`config.mk`:
```
export PLATFORM = sky130hd
export DESIGN_NAME = opcode_fetcher
export DESIGN_NICKNAME = d
export VERILOG_FILES = /design/src/rtl/opcode_fetcher.sv
export SDC_FILE = /design/constraint.sdc
export NUM_CORES = 1
export LEC_CHECK = 0
export BUFFER_PORTS_ARGS = -buffer_cell sky130_fd_sc_hd__buf_2
export CAP_MARGIN = 40
export CORE_MARGIN = 2
export CORE_UTILIZATION = 52
export CTS_CLUSTER_DIAMETER = 100
export DETAILED_ROUTE_END_ITERATION = 16
export PLACE_DENSITY = 0.75
export SLEW_MARGIN = 5
export SYNTH_ARGS = -nofsm -noshare
export SYNTH_HDL_FRONTEND = slang
export SYNTH_SLANG_ARGS = --single-unit
```
`constraint.sdc`:
```
create_clock -name clk -period 2.3 [get_ports clk]
set_clock_uncertainty 0.15 [all_clocks]
set_input_delay 0.575 -clock clk [delete_from_list [all_inputs] [get_ports clk]]
set_output_delay 0.575 -clock clk [all_outputs]
set_load 0.05 [all_outputs]
```
`src/rtl/opcode_fetcher.sv`:
```
// Purpose : fetches one opcode per trigger from a synchronous-read memory once it is ready.
// Latency : trigger sampled at T -> mem_rd_en at T+1 -> opcode/opcode_valid at T+3.
// Backpres: none; a trigger that lands while a fetch is in flight is dropped and flagged in overrun.
//
// Ports:
//   clk          system clock, all state on rising edge
//   rst          asynchronous active-low reset
//   ready        memory contents valid (level)
//   trigger      one-cycle fetch request
//   load         synchronous restart of the address pointer (and overrun clear)
//   mem_rd_en    memory read enable, one cycle per fetch
//   mem_addr     memory read address, held between fetches
//   mem_rdata    memory read data, valid the cycle after mem_rd_en
//   opcode       last fetched opcode, held between fetches
//   opcode_valid one-cycle strobe when opcode is updated
//   overrun      sticky flag: trigger arrived while a fetch was in flight
module opcode_fetcher #(
  parameter int MAX_ADDR = 3,
  parameter int ADDR_W   = 8,
  parameter int DATA_W   = 8
) (
  input  logic              clk,
  input  logic              rst,
  input  logic              ready,
  input  logic              trigger,
  input  logic              load,
  output logic              mem_rd_en,
  output logic [ADDR_W-1:0] mem_addr,
  input  logic [DATA_W-1:0] mem_rdata,
  output logic [DATA_W-1:0] opcode,
  output logic              opcode_valid,
  output logic              overrun
);

  typedef enum logic [1:0] {
    ST_IDLE    = 2'd0,
    ST_WAIT    = 2'd1,
    ST_READ    = 2'd2,
    ST_CAPTURE = 2'd3
  } state_t;

  localparam logic [ADDR_W-1:0] LAST_ADDR = ADDR_W'(MAX_ADDR);
  localparam logic [ADDR_W-1:0] ADDR_ONE  = ADDR_W'(1);

  state_t            state;
  logic [ADDR_W-1:0] ptr;
  // Remembers a load seen during READ so the following CAPTURE leaves the
  // pointer at 0 instead of advancing past the address just fetched.
  logic              skip_inc;

  always_ff @(posedge clk or negedge rst) begin
    if (!rst) begin
      state        <= ST_IDLE;
      ptr          <= '0;
      skip_inc     <= 1'b0;
      mem_rd_en    <= 1'b0;
      mem_addr     <= '0;
      opcode       <= '0;
      opcode_valid <= 1'b0;
      overrun      <= 1'b0;
    end else begin
      // Both strobes are single-cycle; only the states below raise them.
      mem_rd_en    <= 1'b0;
      opcode_valid <= 1'b0;

      case (state)
        ST_IDLE: begin
          // Triggers are ignored here and never count as overrun.
          if (load) begin
            ptr     <= '0;
            overrun <= 1'b0;
          end
          if (ready) begin
            state <= ST_WAIT;
          end
        end

        ST_WAIT: begin
          if (load) begin
            ptr     <= '0;
            overrun <= 1'b0;
          end
          // Losing ready wins over a same-cycle trigger.
          if (!ready) begin
            state <= ST_IDLE;
          end else if (trigger) begin
            state     <= ST_READ;
            mem_rd_en <= 1'b1;
            // A same-cycle load restarts at address 0 for this very fetch.
            mem_addr  <= load ? '0 : ptr;
          end
        end

        ST_READ: begin
          // The memory samples mem_addr at the end of this cycle.
          if (trigger) begin
            overrun <= 1'b1;
          end
          if (load) begin
            ptr      <= '0;
            overrun  <= 1'b0;
            skip_inc <= 1'b1;
          end
          state <= ST_CAPTURE;
        end

        ST_CAPTURE: begin
          opcode       <= mem_rdata;
          opcode_valid <= 1'b1;
          if (trigger) begin
            overrun <= 1'b1;
          end
          if (load) begin
            overrun <= 1'b0;
          end
          if (load || skip_inc) begin
            ptr <= '0;
          end else if (ptr == LAST_ADDR) begin
            ptr <= '0;
          end else begin
            ptr <= ptr + ADDR_ONE;
          end
          skip_inc <= 1'b0;
          // Always return to WAIT; WAIT itself drops to IDLE if ready fell.
          state    <= ST_WAIT;
        end

        default: begin
          state <= ST_IDLE;
        end
      endcase
    end
  end

endmodule

```
* After elaboration in Yosys (flattened, before gate mapping) *
Cells that the tools add are included.

cells by class
  divide/modulo/power cells = 0
  add/subtract/negate cells = 1
  multipliers = 0
  shifts and indexed selects = 0
  reductions and logical operators = 10
  magnitude comparators = 0
  eq/ne operators = 9
  muxes and demuxes = 18
  bitwise logic cells = 0

operators with widths
  operator                                        number
  two-way mux 8 bit                               3
  case mux 8 bit (2 select lines)                 1
  adder 8 x 1 -> 8 bit (second input constant)    1
  == test 8 x 2 -> 1 bit (second input constant)  1
  two-way mux 1 bit                               8
  case mux 2 bit (4 select lines)                 1
  two-way mux 2 bit                               3
  AND reduction 2 bit                             3
  == test 2 bit (second input constant)           2
  != test 2 bit (second input constant)           2
  case mux 1 bit (2 select lines)                 2
  OR reduction 2 bit                              2
  != test 3 x 1 -> 1 bit (second input constant)  1
  != test 3 bit (second input constant)           1
  AND reduction 3 bit                             1
  OR reduction 3 bit                              1
  == test 2 x 1 -> 1 bit (second input constant)  1
  logical NOT 2 bit                               1
  != test 2 x 1 -> 1 bit (second input constant)  1
  nonzero test 2 bit                              1
  logical OR 1 bit                                1

word-level totals
  bits in registers = 30
  memories = 0
  bits in latches = 0
  input bits = 13
  bits in read-only memories = 0
  memory bits (writable) = 0

* Longest topological paths before layout *
  word-level depth = 4
  mapped depth = 6
  gate-level depth less buffers = 6

* Worst setup path after synthesis *
No wires, ideal clock.

  path kind = reg-to-reg
  from = register ptr[0]
  to = register ptr[4]
  cell stages (with the launch flop) = 7
  clock period less this slack = 1.816 ns
  buffers on the path = 1
  slack = 0.484 ns
  arrival time = 1.586 ns
  setup time = 0.079 ns
  cells stage by stage = dfrtp_1 ha_1 nor4b_2 a2111oi_4 buf_6 nand4_1 mux2i_1

between the ends
  cells in the longest elaborated chain, start to end = 4
  elaborated cells on any way between the ends = 5
  those cells by class = add/sub: 1; eq/ne: 1; mux: 3

ends and longest elaborated chain
  what                                                            line      RTL
  start: declaration                                              46        logic [ADDR_W-1:0] ptr;
  start signal: assignment                                        121       ptr <= ptr + ADDR_ONE;
  adder 8 x 1 -> 8 bit or == test 8 x 2 -> 1 bit (tied branches)  121, 118
  two-way mux 8 bit *                                             118       end else if (ptr == LAST_ADDR) begin
  two-way mux 8 bit *                                             116       if (load || skip_inc) begin
  case mux 8 bit (2 select lines) *                               66        case (state)

Mark *: on every way between the ends. The rest lies on a longest branch, timed or not.
A chain may end at the register's enable or synchronous reset.

* Worst setup path after layout *
  from = register ptr[0]
  to = register ptr[7]

The elaborated chain is that of the path after synthesis.

==> flow_summary_export.csv <==
group,metric,value,unit
timing,setup_total_negative_slack,0,ns
routing,wirelength,2.56,mm
global_routing,track_usage,0.184,
routing,vias_per_cell,5.33,
timing,grt_setup_unrepaired,"false",
critical_path,reg2reg_setup_slack,0.32,ns
power,comb_power_share,0.434,
global_routing,grt_antenna_before_repair,0,
cts,post_cts_repair_timing_setup_buffer_count,0,
place,place_ws,0.356,ns
yosys,count_of_different_cell_masters_after_synthesis,29,
die,fp.coreArea,0.00252,mm2
place,gp_congestion,0.787,
power,power.ir.vdd_worst,1.45,mV
yosys,seq_area_frac_synth,0.530,
die,io_pins,32,
timing,max-slew-margin-rel,0.566,
die,die-width,56.2,um
yosys,synth_enable_flop_cells,0,
power,power_report.internal_total,1.04,mW
yosys,most_frequent_cell_after_synthesis,"dfrtp_1",
yosys,postSynth.asyncResetShare,1.00,
power,power_per_cell_area,1110,mW/mm2
place,number_of_buffers_added_on_ports,31,
yosys,yosysTopAreaCellShare,0.530,
cts,cts-htree-levels,2,
yosys,netlist_top_cells_area,"dfrtp_1 (53%), mux2_2 (7.1%), ha_1 (6.2%)",
cts,clock_sinks,30,
critical_path,r2r_cells,6,
yosys,ys_ff_latch,30,
global_routing,grt_pass1_vias,991,
outcome,run_status,"finished, final reports clean",
global_routing,grt_overflow_total,0,
power,cellLeakagePower,0.834,nW
critical_path,timing.critical_path.arrival,2.04,ns
yosys,mappedNetlistArea,0.00142,mm2
power,fin_total_pwr,1.84,mW
critical_path,reg2reg_from,"ptr[0]",
finish,layout-drive-gt1-share,0.331,
global_routing,grt_first_pass_wirelength,4.46,mm
timing,finalCriticalPeriod,1.98,ns
routing,detailroute.via_count,1029,
die,fp.dieArea,0.00316,mm2
finish,numnets_final,182,
timing,hold_viol,0,
yosys,synthesis.nets,146,
timing,final_setup_violation_count,0,
finish,flow.area_growth_from_synthesis,17.2,%
cts,clock_latency_on_the_worst_skew_pair,0.33,ns
yosys,synthTopCellsByCount,"dfrtp_1 (30), nand2_1 (13), o21ai_0 (10), mux2_2 (9), nand3_1 (8)",
timing,worst_slew_pin_slew,0.651,ns
cts,clkTransAtPathRegs,0.09,ns
finish,antenna_cells_inserted,0,
cts,clock_tree_from_tritoncts,"done",
min_path,type_of_the_most_critical_hold_path,"in -> async",
critical_path,setup_crit_start_kind,"flip-flop",
routing,route.detailed.wl_per_inst,13.3,um
yosys,post-synth-top-area-cell,"dfrtp_1",
place,place.detailed.hpwl,1.91,mm
yosys,ys_warn_count,0,
power,switching_power_total,0.794,mW
routing,detail_route.first_pass.iterations,4,
global_routing,largest_net_degree_at_the_start_of_global_routing,31,
die,chipHeight,56.2,um
yosys,synth_ff_type,"dfrtp_1",
die,rows,18,
critical_path,r2r-end,"ptr[7]",
power,portion_of_total_power_attributed_to_sequential_cells,0.390,
critical_path,endpoint_kind,"flip-flop",
finish,fillerInstances,206,
flow_run,cap_viol_max_count,0,
cts,cts.hold.buffers_added,0,
yosys,synth_cells,126,
yosys,postSynthAreaPerCell,11.3,um2
cts,tritoncts.num_buffers,5,
die,starting_density,0.562,
cts,clk_root_buffer_cell,"clkbuf_4",
routing,drtAntennaViolNets,0,
timing,period_share,0.859,
routing,remaining_drc_errors,0,
timing,fmaxAchievable,506,MHz
critical_path,critPathRequiredTime,2.37,ns
routing,dr_iter_0_viols,17,
critical_path,setup.worst_path.class,"reg -> reg",
power,switching_share,0.432,
timing,slew_violations,0,
critical_path,worst-path-max-fanout,14,
cts,clockBufferDepth,2,
cts,cts_resized,0,
power,clkPwrFrac,0.176,
timing,final_worst_slack,0.324,ns
finish,finalCoreUtilization,0.659,
[critical path, cell delays in order, from the launching register on]
cell and delay [ns]:
dfrtp_1 0.48, ha_1 0.22, nor4b_2 0.32, a2111oi_4 0.13
buf_4 0.20, o211a_1 0.11, a211o_1 0.25
[per-stage QoR]
stage | cell area (um2) | hold WS [ns] | cells
6_report | 1660 | 0.106 | 193
5_1_grt | 1660 | 0.156 | 193
4_1_cts | 1660 | 0.120 | 193
3_5_place_dp | 1600 | 0.315 | 185
3_3_place_gp | 1600 | 0.305 | 185
2_1_floorplan | 1420 | 0.129 | 126
[area by class of cell]
cell class / instances / area [um2] / share of cell area
clock buffers: 7 / 55.1 / 0.0331
clock inverters: 1 / 5.00 / 0.00301
inverters: 7 / 26.3 / 0.0158
multi-input cells: 85 / 617 / 0.371
flip-flops and latches: 30 / 751 / 0.452
well taps: 30 / 37.5 / 0.0226
repair buffers: 33 / 170 / 0.102
[layout by cell type (no fill, tap or decap), types with 2 or more instances in the layout]
cell	count
nand2b_1	7
nand3_1	8
mux2i_1	5
inv_1	7
clkbuf_4	5
buf_4	2
dfrtp_1	30
buf_2	31
mux2_2	9
a21oi_1	5
nor3_1	2
nand2_1	13
ha_1	7
nor2_1	3
o21ai_0	10
nand4_1	3
[worst max path at each step]
stage	endpoint	depth (start not counted)	slack, ns	from
2_1_floorplan	ptr[4]	6	0.48	ptr[0]
5_1_grt	ptr[3]	6	0.21	ptr[0]
4_1_cts	ptr[7]	6	0.32	ptr[0]
3_3_place_gp	ptr[7]	6	0.44	ptr[0]
6_report	ptr[7]	6	0.32	ptr[0]
3_5_place_dp	ptr[7]	6	0.36	ptr[0]
[per-layer routing]
metal  GRT usage  wire, um  vias to the layer above
li1            -         -                      510
met5           0         0                        -
met3      0.0674       137                        8
met1       0.232      1160                      487
met4      0.0748        50                        0
met2       0.286      1210                       24
[state kept, by name (all words and copies together), names as in the netlist]
name / cells
opcode_valid: 1
opcode: 8
ptr: 8
mem_addr: 8
overrun: 1
mem_rd_en: 1
state: 2
skip_inc: 1
[power by group through the flow]
stage	Combinational (mW)	Clock, mW	Sequential (mW)
final	0.797	0.324	0.718
after detailed placement	0.806	0	0.734
after floorplan	0.314	0	1.04
after global placement	0.783	0	0.724
after CTS	0.809	0.333	0.723
after global routing	0.859	0.356	0.734
[kinds of logic (layout without fill, tap and decap cells)]
kind of cell / after synthesis / after routing / share of synthesized area
DFF: 30 / 30 / 0.530
adders and majority gates: 7 / 7 / 0.0618
AOI/OAI and AO/OA: 23 / 23 / 0.115
and+or+nand+nor: 41 / 41 / 0.152
buffers and inverters: 11 / 48 / 0.0353
muxes: 14 / 14 / 0.107
Power figures use the tool's default switching activity.
